$ cat src/rtl/register_file_pkg.sv
// Shared definitions for the register file block.
// Contents: address width, entry count and the clear-sweep FSM state type.
package regfile_pkg;

   localparam int ADDR_W   = 5;
   localparam int NUM_REGS = 32;

   typedef enum logic {
      IDLE  = 1'b0,
      SWEEP = 1'b1
   } state_t;

endpackage

$ cat src/rtl/register_file_if.sv
// Bus bundle for the register file: one write port, two read ports and
// the clear-sweep handshake.
// master: drives write/read requests and clr_req, observes data and status.
// slave : the register file itself.
interface register_file_if #(parameter int DATA_W = 32);
   import regfile_pkg::*;

   logic              wr_en;
   logic [ADDR_W-1:0] wr_addr;
   logic [DATA_W-1:0] wr_data;
   logic [ADDR_W-1:0] rd_addr_a;
   logic [DATA_W-1:0] rd_data_a;
   logic [ADDR_W-1:0] rd_addr_b;
   logic [DATA_W-1:0] rd_data_b;
   logic              clr_req;
   logic              busy;
   logic              clr_done;
   logic              wr_drop;

   modport master (
      output wr_en, wr_addr, wr_data, rd_addr_a, rd_addr_b, clr_req,
      input  rd_data_a, rd_data_b, busy, clr_done, wr_drop
   );

   modport slave (
      input  wr_en, wr_addr, wr_data, rd_addr_a, rd_addr_b, clr_req,
      output rd_data_a, rd_data_b, busy, clr_done, wr_drop
   );

endinterface

$ cat src/rtl/register_file_wr_decoder.sv
// Write-address decoder: turns a 5-bit entry index plus enable into a
// one-hot per-entry write enable (enable shifted left by the index).
// Ports: en (write enable), addr (entry index), onehot (per-entry enable).
module wr_decoder
   import regfile_pkg::*;
(
   input  logic                en,
   input  logic [ADDR_W-1:0]   addr,
   output logic [NUM_REGS-1:0] onehot
);

   assign onehot = {{(NUM_REGS-1){1'b0}}, en} << addr;

endmodule

$ cat src/rtl/register_file.sv
// 32-entry register file, one write port, two combinational read ports,
// with a sequential clear sweep that zeroes entries 1..31 one per cycle.
// Entry 0 is hard-wired to zero.
// Ports: clk, rst_n (async active-low), bus (register_file_if.slave).
// Build option: define REGFILE_BYPASS_EN to forward an accepted write's
// data to a read port addressing the same entry in the same cycle.
//
// state | meaning
// IDLE  | normal operation, writes accepted
// SWEEP | clearing entry ptr each cycle, writes dropped, busy high
module register_file
   import regfile_pkg::*;
#(
   parameter int DATA_W = 32
) (
   input logic             clk,
   input logic             rst_n,
   register_file_if.slave  bus
);

   state_t                          state, state_nxt;
   logic   [ADDR_W-1:0]             ptr, ptr_nxt;
   logic                            clr_done_q, clr_done_nxt;
   logic                            busy;
   logic   [NUM_REGS-1:0]           clr_vec;
   logic   [NUM_REGS-1:0]           we;
   logic                            wr_ok;
   logic   [NUM_REGS-1:0][DATA_W-1:0] mem;
   logic   [DATA_W-1:0]             rd_a, rd_b;
   logic                            idx0_unused;

   // rst_n gates acceptance so nothing is forwarded while held in reset
   assign wr_ok = bus.wr_en & ~busy & (bus.wr_addr != '0) & rst_n;

   wr_decoder u_wr_decoder (
      .en     (wr_ok),
      .addr   (bus.wr_addr),
      .onehot (we)
   );

   always_ff @(posedge clk or negedge rst_n) begin
      if (!rst_n) begin
         state      <= IDLE;
         ptr        <= '0;
         clr_done_q <= 1'b0;
      end else begin
         state      <= state_nxt;
         ptr        <= ptr_nxt;
         clr_done_q <= clr_done_nxt;
      end
   end

   always_comb begin
      state_nxt    = state;
      ptr_nxt      = ptr;
      clr_done_nxt = 1'b0;
      case (state)
         IDLE: begin
            if (bus.clr_req) begin
               state_nxt = SWEEP;
               ptr_nxt   = ADDR_W'(1);
            end
         end
         SWEEP: begin
            if (ptr == ADDR_W'(NUM_REGS - 1)) begin
               state_nxt    = IDLE;
               ptr_nxt      = '0;
               clr_done_nxt = 1'b1;
            end else begin
               ptr_nxt = ptr + ADDR_W'(1);
            end
         end
         default: begin
            state_nxt = IDLE;
            ptr_nxt   = '0;
         end
      endcase
   end

   always_comb begin
      busy    = (state == SWEEP);
      clr_vec = '0;
      if (state == SWEEP) begin
         clr_vec = {{(NUM_REGS-1){1'b0}}, 1'b1} << ptr;
      end
   end

   // Writes and sweep clears never coincide (writes need busy low), but the
   // clear is given priority anyway so a sweep always wins.
   for (genvar i = 0; i < NUM_REGS; i++) begin : g_entry
      if (i == 0) begin : g_zero
         assign mem[i] = '0;
      end else begin : g_reg
         logic [DATA_W-1:0] q;
         always_ff @(posedge clk or negedge rst_n) begin
            if (!rst_n) begin
               q <= '0;
            end else if (clr_vec[i]) begin
               q <= '0;
            end else if (we[i]) begin
               q <= bus.wr_data;
            end
         end
         assign mem[i] = q;
      end
   end

   assign idx0_unused = we[0] | clr_vec[0];

   always_comb begin
      rd_a = mem[bus.rd_addr_a];
      rd_b = mem[bus.rd_addr_b];
`ifdef REGFILE_BYPASS_EN
      if (wr_ok && (bus.wr_addr == bus.rd_addr_a)) begin
         rd_a = bus.wr_data;
      end
      if (wr_ok && (bus.wr_addr == bus.rd_addr_b)) begin
         rd_b = bus.wr_data;
      end
`else
      rd_a = rd_a;
      rd_b = rd_b;
`endif
   end

   assign bus.rd_data_a = rd_a;
   assign bus.rd_data_b = rd_b;
   assign bus.busy      = busy;
   assign bus.clr_done  = clr_done_q;
   assign bus.wr_drop   = bus.wr_en & busy;

endmodule

$ cat src/flat_wrapper.sv
// flat-port wrapper written by rule: the top's interface ports become plain ports
module register_file_flat import regfile_pkg::*;
#(
   parameter int DATA_W = 32
)
  (clk, rst_n, bus_wr_en, bus_wr_addr, bus_wr_data, bus_rd_addr_a, bus_rd_addr_b, bus_clr_req, bus_rd_data_a, bus_rd_data_b, bus_busy, bus_clr_done, bus_wr_drop);
  register_file_if #(.DATA_W(DATA_W)) bus_i ();
  input logic clk;
  input logic rst_n;
  input wire logic [$bits(bus_i.wr_en)-1:0] bus_wr_en;
  input wire logic [$bits(bus_i.wr_addr)-1:0] bus_wr_addr;
  input wire logic [$bits(bus_i.wr_data)-1:0] bus_wr_data;
  input wire logic [$bits(bus_i.rd_addr_a)-1:0] bus_rd_addr_a;
  input wire logic [$bits(bus_i.rd_addr_b)-1:0] bus_rd_addr_b;
  input wire logic [$bits(bus_i.clr_req)-1:0] bus_clr_req;
  output wire logic [$bits(bus_i.rd_data_a)-1:0] bus_rd_data_a;
  output wire logic [$bits(bus_i.rd_data_b)-1:0] bus_rd_data_b;
  output wire logic [$bits(bus_i.busy)-1:0] bus_busy;
  output wire logic [$bits(bus_i.clr_done)-1:0] bus_clr_done;
  output wire logic [$bits(bus_i.wr_drop)-1:0] bus_wr_drop;
  assign bus_i.wr_en = bus_wr_en;
  assign bus_i.wr_addr = bus_wr_addr;
  assign bus_i.wr_data = bus_wr_data;
  assign bus_i.rd_addr_a = bus_rd_addr_a;
  assign bus_i.rd_addr_b = bus_rd_addr_b;
  assign bus_i.clr_req = bus_clr_req;
  assign bus_rd_data_a = bus_i.rd_data_a;
  assign bus_rd_data_b = bus_i.rd_data_b;
  assign bus_busy = bus_i.busy;
  assign bus_clr_done = bus_i.clr_done;
  assign bus_wr_drop = bus_i.wr_drop;
  register_file #(.DATA_W(DATA_W)) u_core (.clk(clk), .rst_n(rst_n), .bus(bus_i));
endmodule
$ cat config.mk
export PLATFORM = sky130hd
export DESIGN_NAME = register_file_flat
export DESIGN_NICKNAME = d
export VERILOG_FILES = /design/src/rtl/register_file_pkg.sv /design/src/rtl/register_file_if.sv /design/src/rtl/register_file_wr_decoder.sv /design/src/rtl/register_file.sv /design/src/flat_wrapper.sv
export SDC_FILE = /design/constraint.sdc
export NUM_CORES = 2
export LEC_CHECK = 0
export ABC_AREA = 1
export CAP_MARGIN = 30
export CORE_MARGIN = 3
export CORE_UTILIZATION = 29
export CTS_CLUSTER_DIAMETER = 40
export DETAILED_ROUTE_END_ITERATION = 10
export SETUP_SLACK_MARGIN = 0.2
export SLEW_MARGIN = 20
export SYNTH_ARGS = -nofsm -noshare
export SYNTH_HDL_FRONTEND = slang
export SYNTH_HIERARCHICAL = 1
export SYNTH_SLANG_ARGS = --single-unit
export TNS_END_PERCENT = 10
$ cat constraint.sdc
create_clock -name clk -period 3.61 [get_ports clk]
set_input_delay 0.9025 -clock clk [delete_from_list [all_inputs] [get_ports clk]]
set_output_delay 0.9025 -clock clk [all_outputs]
set_load 0.005 [all_outputs]
# After elaboration in Yosys (flattened, before gate mapping)
# Cells that the tools add are included.
# W data, S select, Z words.
# totals
reg_bits	999
latchBits	0
mem_bits_rw	0
romBits	0
inputBits	51
output_inout_bits	67
elab_cells	153
mem_count	0
# op_classes
addsub	1
multipliers	0
n_div	0
order_cmp	2
n_eq_ne	2
shift	2
n_mux	75
n_bitwise	5
reduce_logical	32
# op_table
cell	count
$mux W32	65
$bmux W32 S5	2
$reduce_bool A2 Y1	31
$shl A1 B5 Y32	1
$shl A1 B5 Y32 const A	1
$lt A5 B6 Y1 const B	2
$mux W5	2
$pmux W5 S2	1
$add A5 B1 Y5 const B	1
$eq A5 B5 Y1 const B	1
$reduce_bool A5 Y1	1
$and A1 B1 Y1	4
$mux W1	4
$ne A2 B2 Y1 const B	1
$pmux W1 S2	1
$not A1 Y1	1

# Logic depth before layout (Yosys ltp)
# depth
word_depth	7
ltp_mapped	15
mapped_depth_nobuf	13

# By module
# The synthesis kept the hierarchy.
# modules_own_cells
mod	instances	cells_each	area_each_um2	seq_area_each_um2
register_file	1	8875	59796.1	24999.0
wr_decoder	1	62	281.5	0.0

# Worst setup path before layout
# OpenSTA, ideal clock, no wires.
# synth_timing
path_type	input to output
startpoint	input port bus_rd_addr_b[1]
endpoint	output port bus_rd_data_b[27]
arrival_time_ps	1952
required_ps	2707
slack_ps	756
stages	9
path_buffers	3
path_cell_list	buf_4 -> nor2_1 -> buf_2 -> clkbuf_1 -> a21oi_1 -> nand3_1 -> nand3_1 -> nand3_1 -> nand2_1
# synth_between
elab_chain_len	2
# synth_lines
element	line	rtl
start: declaration	flat_wrapper.sv:14	input wire logic [$bits(bus_i.rd_addr_b)-1:0] bus_rd_addr_b;
$bmux W32 S5	register_file.sv:112	rd_b = mem[bus.rd_addr_b];
$mux W32 (implied by the code)	register_file.sv:112	
end: declaration	flat_wrapper.sv:17	output wire logic [$bits(bus_i.rd_data_b)-1:0] bus_rd_data_b;
# No other way between the ends. The select of a mux whose other input is x is not followed.

# Worst setup path in the final report
# layout_timing
startpoint	input port bus_rd_addr_b[0]
endpoint	output port bus_rd_data_b[9]
# Same word-level chain as after synthesis.

==> flow_summary_export.csv <==
group,metric,value,unit
cells_and_area,fillCellCount,21100,
clocking,clock-sinks,999,
sta,finalCriticalPeriod,3.62,ns
routing,drc,0,
cells_and_area,area_growth,27.3,%
floorplanning,die_h,461,µm
sta,fin_ws,-0.00618,ns
power_and_ir_drop,p_leak,36.2,nW
sta,fmax,277,MHz
routing,first_iter_violations,9497,
global_routing,grt_pass1_wl,443000,µm
placement,io_buffers,117,
floorplanning,die_area,213000,µm²
power_and_ir_drop,swShare,0.330,
flow_run,cap_violations,0,
floorplanning,pin_count,118,
sta,rsz0062_at_grt,"yes",
worst_setup_path,end_kind,"primary output",
cells_and_area,nets,9006,
outcome,status,"complete, but fails checks",
global_routing,grt_pass1_vias,65200,
floorplanning,die_w,461,µm
routing,routed_wl,303000,µm
cells_and_area,drive_above_1_share,0.135,
power_and_ir_drop,clkPwrFrac,0.451,
worst_setup_path,cp.required,2.71,ns
clocking,path_clk_slew,0.05,ns
routing,via_per_inst,5.76,
power_and_ir_drop,combPwrFrac,0.213,
sta,slew_violations,0,
outcome,violations,"setup timing",
routing,dr.pass1.iters,6,
floorplanning,row_count,166,
power_and_ir_drop,p_seq_frac,0.336,
clocking,cts_made_buffers,155,
routing,num_vias,67700,
placement,hpwl,182000,µm
power_and_ir_drop,p_int,23.7,mW
clocking,cts_buffer_depth,3,
synth,yosysWarningCount,6,
worst_setup_path,cp-start-kind,"input port",
clocking,cts_tree,"done",
sta,period_share,1.00,
power_and_ir_drop,vdd_drop_max,0.000519,V
sta,hold_violations,0,
floorplanning,core,205000,µm²
clocking,htreeDepth,4,
global_routing,antenna_found_initial,7,
power_and_ir_drop,p_per_area,463,nW/µm²
clocking,clkLatencyLatePin,0.82,ns
synth,syn-num-nets,8995,
clocking,cts_hold_buf,0,
power_and_ir_drop,power_switching,11.7,mW
floorplanning,start_util,0.293,
sta,timing.hold.ws,0.282,ns
synth,synth_area,60100,µm²
global_routing,grt_util_all_layers,0.278,
synth,postSynthCellCount,8936,
worst_setup_path,critPathMaxFanout,34,
placement,place_congestion,0.962,
worst_hold_path,hold_path.class,"input port to async pin",
sta,tightest_slew,1.06,ns
worst_setup_path,worstSetupPathType,"input port to primary output",
power_and_ir_drop,totalPowerFinal,35.4,mW
sta,maxSlewHeadroom,0.292,
sta,clock_skew,0.0234,ns
global_routing,gr-total-overflow,0,
clocking,cts-root-buf,"clkbuf_16",
synth,syn_area_per_cell,6.72,µm²
routing,postRouteAntennaNets,0,
worst_setup_path,worstPathArrival,2.71,ns
routing,wl_per_cell,25.8,µm
global_routing,grt_max_degree,158,
sta,setup_viol,4,
## sequential cells by signal (all words and copies together) (netlist names)
name and cells:
u_core/g_entry.g_reg.q 992, u_core/ptr 5, u_core/bus.busy 1, u_core/bus.clr_done 1
## worst max-delay path, cell delays in order
cell             delay (ns)
buf_16                 0.13
buf_6                  0.19
buf_12                 0.23
nand2_1                0.08
nand3_1                0.08
nand3_1                0.07
nand3_1                0.16
nand2_2                0.11
nand2_1                0.14
nand2_2                0.12
clkdlybuf4s50_1        0.47
## cells in the final DEF (no fill, tap or decap), types with 7 or more instances in the layout
| cell | count |
|---|---|
| dlymetal6s2s_1 | 7 |
| dfrtp_1 | 999 |
| clkdlybuf4s50_1 | 44 |
| o21ai_1 | 169 |
| nand3_1 | 2505 |
| clkinvlp_4 | 19 |
| a21oi_1 | 257 |
| buf_8 | 11 |
| nand4_1 | 9 |
| nand2_1 | 2102 |
| bufbuf_16 | 11 |
| bufinv_16 | 17 |
| inv_1 | 881 |
| nor2_4 | 27 |
| clkdlybuf4s15_1 | 7 |
| nand2_2 | 90 |
| dlygate4sd2_1 | 25 |
| clkbuf_2 | 7 |
| clkbuf_1 | 20 |
| buf_16 | 40 |
| clkbuf_16 | 165 |
| nor2_1 | 209 |
| nand3_4 | 29 |
| o21ai_0 | 535 |
| buf_6 | 30 |
| buf_4 | 288 |
| nand3_2 | 163 |
| clkinv_2 | 13 |
| clkinv_4 | 15 |
| clkbuf_8 | 19 |
| inv_6 | 18 |
| ha_1 | 8 |
| buf_12 | 212 |
| nand2_4 | 18 |
| a31oi_1 | 64 |
## metrics by stage
stage          instances  setup TNS [ns]  setup WS (ns)  area [µm²]   util
4_1_cts            11800         -0.0214        -0.0119       75600  0.368
2_1_floorplan       8936               0          0.756       60100      -
3_3_place_gp       11400           -8.93         -0.311       67900  0.331
6_report           11800         -0.0156       -0.00618       76500  0.373
5_1_grt            11800          -0.235        -0.0739       76500  0.373
3_5_place_dp       11400           -8.81         -0.285       67900  0.331
## area by class of cell
type                       instances  area (µm²)  share of cell area
multi-input combinational       6202       29900               0.391
tap                             2688        3360              0.0440
inverter                         894        3410              0.0446
timing repair buffer             695        9340               0.122
antenna                            3        7.51           0.0000981
sequential                       999       25000               0.327
clock buffer                     203        4440              0.0581
clock inverter                    81        1010              0.0132
## worst paths after layout
path / endpoint / depth (start not counted) / slack, ns / startpoint
min in group clk: u_core/g_entry[23].g_reg.q[2] / 2 / 0.52 / u_core/g_entry[23].g_reg.q[2]
max reg2reg: u_core/g_entry[23].g_reg.q[7] / 11 / 0.94 / u_core/bus.busy
max in group asynchronous: u_core/g_entry[11].g_reg.q[4] / 3 / 1.95 / rst_n
min: u_core/g_entry[3].g_reg.q[0] / 2 / 0.28 / rst_n
min reg2reg: u_core/g_entry[23].g_reg.q[2] / 2 / 0.52 / u_core/g_entry[23].g_reg.q[2]
max: bus_rd_data_b[9] / 11 / -0.006 / bus_rd_addr_b[0]
## routing by layer
layer  vias up  wire, µm  GRT usage
met5         -        58          0
met4         4     24800      0.201
met3      1300     34100     0.0708
met2      4836    134000      0.427
met1     32400    111000      0.338
li1      29200         -          -
## power by group through the flow
stage / Clock, mW / Combinational, mW / Sequential, mW
floorplan: 0 / 3.36 / 12.0
finish: 16.0 / 7.55 / 11.9
global placement: 0 / 6.81 / 12.0
global route: 16.6 / 7.82 / 11.9
detailed placement: 0 / 6.83 / 12.1
CTS: 16.1 / 7.16 / 11.9
## what timing repair did
item | in CTS | in global routing
gates resized for setup | 372 | 180
endpoints found under the setup margin | 64 | 63
pin swaps | 65 | 63
buffers inserted | 24 | 6
cloned | 25 | 1
Note: power is estimated with default switching activity, not from simulation.
